==> config.mk <==
export PLATFORM = sky130hd
export DESIGN_NAME = pipe_mem
export DESIGN_NICKNAME = d
export VERILOG_FILES = /design/src/rtl/pipe_mem.sv
export SDC_FILE = /design/constraint.sdc
export NUM_CORES = 2
export LEC_CHECK = 0
export BUFFER_PORTS_ARGS = -buffer_cell sky130_fd_sc_hd__buf_2
export CAP_MARGIN = 20
export CORE_AREA = 2 2 371 741
export CTS_CLUSTER_DIAMETER = 150
export CTS_CLUSTER_SIZE = 16
export DETAILED_ROUTE_END_ITERATION = 8
export DIE_AREA = 0 0 373 743
export PLACE_DENSITY = 0.5
export REMOVE_ABC_BUFFERS = 1
export SLEW_MARGIN = 5
export SYNTH_ARGS = -nofsm -noshare
export SYNTH_HDL_FRONTEND = slang
export SYNTH_SLANG_ARGS = --single-unit
==> constraint.sdc <==
create_clock -name clk -period 5.9 [get_ports clk]
set_clock_uncertainty 0.2 [all_clocks]
set_input_delay 1.18 -clock clk [delete_from_list [all_inputs] [get_ports clk]]
set_output_delay 1.18 -clock clk [all_outputs]
set_load 0.05 [all_outputs]
==> src/rtl/pipe_mem.sv <==
// pipe_mem: memory-access stage with EX/MEM and MEM/WB registers.
// Optional alignment checker enabled by defining PIPE_MEM_ALIGN_CHECK_EN.
module pipe_mem #(
   parameter int ADDR_W = 6
) (
   input  logic        clk,
   input  logic        clrn,
   input  logic        EXwreg,
   input  logic        EXm2reg,
   input  logic        EXwmem,
   input  logic [4:0]  EXwn,
   input  logic [31:0] EXaluResult,
   input  logic [31:0] EXdi,
   output logic        MEMwreg,
   output logic        MEMm2reg,
   output logic [4:0]  MEMwn,
   output logic [31:0] MEMaluResult,
   output logic [31:0] MEMmo,
`ifdef PIPE_MEM_ALIGN_CHECK_EN
   output logic        misalign,
   output logic [31:0] bad_addr,
`endif
   output logic        FWDwreg,
   output logic [4:0]  FWDwn,
   output logic [31:0] FWDdata
);

   localparam int DEPTH = 2 ** ADDR_W;

   // EX/MEM fields
   logic        em_wreg;
   logic        em_m2reg;
   logic        em_wmem;
   logic [4:0]  em_wn;
   logic [31:0] em_alu;
   logic [31:0] em_di;

   // data RAM and access signals
   logic [31:0]       ram [DEPTH];
   logic [ADDR_W-1:0] idx;
   logic [31:0]       rd_data;
   logic              wr_en;
   logic              wb_wreg;

   // EX/MEM pipeline register, cleared asynchronously
   always_ff @(posedge clk or posedge clrn) begin
      if (clrn) begin
         em_wreg  <= 1'b0;
         em_m2reg <= 1'b0;
         em_wmem  <= 1'b0;
         em_wn    <= '0;
         em_alu   <= '0;
         em_di    <= '0;
      end else begin
         em_wreg  <= EXwreg;
         em_m2reg <= EXm2reg;
         em_wmem  <= EXwmem;
         em_wn    <= EXwn;
         em_alu   <= EXaluResult;
         em_di    <= EXdi;
      end
   end

   assign FWDwreg = em_wreg;
   assign FWDwn   = em_wn;
   assign FWDdata = em_alu;

   // low two bits select a byte and the high bits wrap, so only the word index matters
   assign idx     = em_alu[ADDR_W+1:2];
   assign rd_data = ram[idx];

`ifdef PIPE_MEM_ALIGN_CHECK_EN
   logic bad;

   assign bad     = (em_wmem | em_m2reg) & (em_alu[1:0] != 2'b00);
   assign wr_en   = em_wmem & ~bad & ~clrn;
   assign wb_wreg = em_wreg & ~bad;

   // first misaligned access is latched and held until reset
   always_ff @(posedge clk or posedge clrn) begin
      if (clrn) begin
         misalign <= 1'b0;
         bad_addr <= '0;
      end else if (bad && !misalign) begin
         misalign <= 1'b1;
         bad_addr <= em_alu;
      end
   end
`else
   assign wr_en   = em_wmem & ~clrn;
   assign wb_wreg = em_wreg;
`endif

   // synchronous RAM write; contents survive reset
   always_ff @(posedge clk) begin
      if (wr_en) begin
         ram[idx] <= em_di;
      end
   end

   // MEM/WB pipeline register; read data is sampled before this edge's write lands
   always_ff @(posedge clk or posedge clrn) begin
      if (clrn) begin
         MEMwreg      <= 1'b0;
         MEMm2reg     <= 1'b0;
         MEMwn        <= '0;
         MEMaluResult <= '0;
         MEMmo        <= '0;
      end else begin
         MEMwreg      <= wb_wreg;
         MEMm2reg     <= em_m2reg;
         MEMwn        <= em_wn;
         MEMaluResult <= em_alu;
         MEMmo        <= rd_data;
      end
   end

endmodule
==> reports/metrics.yaml <==
detailed_routing:
  route.detailed.drc: 0
  vias: 47000
  avgRoutedWirePerCell_um: 32.5
  drtIter0Drc: 6754
  ant_nets: 0
  drt_pass1_iterations: 6
  vias_per_cell: 5.59
  wl_mm: 273
yosys:
  synth_fa_ha_area_share_pct: 0
  yosys.area_share.simple_pct: 2.38
  yosys.area.top_type: "edfxtp_1"
  ys_top_cells_by_area: "edfxtp_1 76%, dfrtp_1 4.4%, a22oi_1 3.5%"
  synth-compound-area-share_pct: 11.7
  syn_area_um2: 81100
  ys_types: 55
  synth_edf_count: 2048
  netlist_instances: 4537
  synth-xor-area-share_pct: 0
  synth_top_family_by_area: "compound AO/OA/AOI/OAI gates"
  yosysWarnings: 0
  synth_top_area_share_pct: 75.8
  ys_ff_latch: 2191
  synthMuxAreaShare_pct: 3.83
  avgSynthCellArea_um2: 17.9
  async_reset_ff_share_pct: 6.53
  seq_area_frac_synth_pct: 80.2
  synth_most_common_cell: "edfxtp_1"
  synth_ff_type: "edfxtp_1"
  synth_common_cells: "2048 x edfxtp_1, 382 x a22oi_1, 315 x a221oi_1"
clock_tree:
  cts_buffer_depth: 3
  root_buffer: "clkbuf_16"
  insertion_delay_ns: 0.83
  postCtsHoldBufs: 0
  cts_sinks: 2191
  cts_tree: "built"
  cts_max_level: 4
  cts_inserted_buffers: 154
  post_cts_buffers: 0
  path_clk_slew_ns: 0.07
  cts_resized: 0
floorplanning:
  core_um2: 272000
  rows: 271
  die_h_um: 743
  io-pin-count: 183
  die_x_um: 373
  die-area_um2: 277000
  start_util_pct: 29.9
grt:
  grt_remaining_overflow: 0
  grt_pass1_wl_mm: 377
  grt_max_degree: 123
  grt_pass1_vias: 45700
  track_usage_pct: 19.2
  antenna_found_initial: 35
place:
  gp_congestion: 0.895
  dp_hpwl_mm: 163
  port-buffer-count: 182
critical_path:
  endpoint_kind: "register"
  arrival_ns: 4.95
  start_kind: "register"
  required_ns: 6.47
  path_class: "reg2reg"
  cp_max_fo: 111
timing:
  final.setup.tns_ns: 0
  setup_viol: 0
  hold_violations: 0
  rsz0062_at_grt: "false"
  fmax_mhz: 228
  drv_slew: 0
  worstMarginPinSlew_ns: 1.22
  min_period_ns: 4.39
  max_slew_margin_pct: 18.9
  min_period_over_period_pct: 74.4
outcome:
  status: "complete, no violations"
final_layout:
  area_growth_syn_to_layout_pct: 13.5
  nets: 4822
  drive_gt1_share_pct: 17.0
  fillers: 25600
power:
  power.density_nw_per_um2: 320
  peakVddDrop_mv: 0.279
  finalPower_mw: 29.5
  p_leak_nw: 28.4
flow_run:
  maxCapViolations: 0
hold_path:
  hold_class: "reg2reg"
==> sequential cells by signal, summed over array words and instances, names as in the netlist <==
name and cells:
FWDdata 32, FWDwn 5, FWDwreg 1, MEMaluResult 32, MEMm2reg 1, MEMmo 32, MEMwn 5, MEMwreg 1
em_di 32, em_m2reg 1, em_wmem 1, ram 2048
==> layout make-up <==
| type | count | area, um2 | share of cell area [%] |
|---|---|---|---|
| well taps | 3549 | 4440 | 4.82 |
| repair buffers | 390 | 2880 | 3.12 |
| flip-flops and latches | 2191 | 65200 | 70.7 |
| diodes | 21 | 52.6 | 0.0570 |
| inverters | 6 | 33.8 | 0.0367 |
| clock buffers | 241 | 4270 | 4.63 |
| clock inverters | 11 | 185 | 0.201 |
| multi-input cells | 2005 | 15100 | 16.4 |
==> final timing paths <==
check                                     start                   to  slack, ns  cells past startpoint
setup / recovery           FWDdata[2]$_DFF_PP0_  MEMmo[27]$_DFF_PP0_       1.51                      7
setup reg to reg           FWDdata[2]$_DFF_PP0_  MEMmo[27]$_DFF_PP0_       1.51                      7
min in group asynchronous                  clrn   MEMmo[8]$_DFF_PP0_       0.26                      2
max in group asynchronous                  clrn  em_di[21]$_DFF_PP0_       3.80                      3
hold reg to reg              em_m2reg$_DFF_PP0_   MEMm2reg$_DFF_PP0_       0.15                      0
hold / removal               em_m2reg$_DFF_PP0_   MEMm2reg$_DFF_PP0_       0.15                      0
==> cells by family (layout without fill, tap and decap cells) <==
group,count (synthesis),after routing
flip-flops,2191,2191
AND/OR/NAND/NOR,431,431
other,0,21
multiplexers,285,285
AO/OA/AOI/OAI,1289,1289
buffers and inverters,341,648
==> power by group <==
group | total [mW] | internal [mW] | switching [mW]
logic | 1.87 | 0.461 | 1.41
registers | 17.4 | 17.1 | 0.297
clock network | 10.2 | 5.00 | 5.23
==> worst max-delay path, stage by stage, from the launching register on <==
cell and delay [ns]:
dfrtp_4 0.81, buf_12 0.47, nand2_1 0.43, nor2_1 0.71, buf_4 0.34, a221oi_1 0.11
o21ai_0 0.88, or4b_1 0.23
==> layer usage <==
metal  GRT usage (%)  share of wire (%)
met5               0              0.016
met4            7.26                3.8
met3            3.53                8.8
met1            25.7                 40
met2            30.9                 47
==> through the flow <==
| step | util, % | hold slack (ns) | setup WS, ns | area [um2] | cells |
|---|---|---|---|---|---|
| after floorplan | - | 0.131 | -15.12 | 79600 | 4202 |
| after global placement | 32.2 | 0.139 | 1.29 | 87300 | 8120 |
| after detailed placement | 32.2 | 0.145 | 1.48 | 87600 | 8138 |
| after CTS | 33.9 | 0.161 | 1.53 | 92000 | 8390 |
| after global routing | 33.9 | 0.176 | 1.51 | 92100 | 8401 |
| final | 33.9 | 0.154 | 1.51 | 92100 | 8414 |
==> placed cells by master, fill, tap and decap left out, types with 14 or more instances in the layout <==
| cell type | Yosys | routed |
|---|---|---|
| nor2_1 | 185 | 120 |
| dfrtp_2 | 0 | 15 |
| nand2_1 | 142 | 142 |
| a22oi_1 | 382 | 382 |
| buf_4 | 13 | 174 |
| o211ai_1 | 15 | 15 |
| mux2i_1 | 134 | 134 |
| o21ai_0 | 125 | 124 |
| mux2_2 | 130 | 130 |
| o22ai_1 | 213 | 213 |
| nor2_4 | 0 | 67 |
| and3_1 | 19 | 19 |
| edfxtp_1 | 2048 | 2048 |
| a22o_1 | 48 | 48 |
| diode_2 | 0 | 21 |
| clkbuf_16 | 0 | 158 |
| a31oi_1 | 31 | 31 |
| o2111ai_1 | 15 | 15 |
| nand3b_1 | 14 | 14 |
| dfrtp_1 | 143 | 108 |
| a221oi_1 | 315 | 315 |
| mux2_1 | 15 | 15 |
| buf_2 | 107 | 184 |
| a222oi_1 | 28 | 28 |
| nor4_1 | 14 | 14 |
| buf_12 | 0 | 29 |
| clkbuf_1 | 166 | 83 |
| dfrtp_4 | 0 | 20 |
| a21oi_1 | 67 | 67 |
No activity file was read; power rests on OpenSTA's default activity.
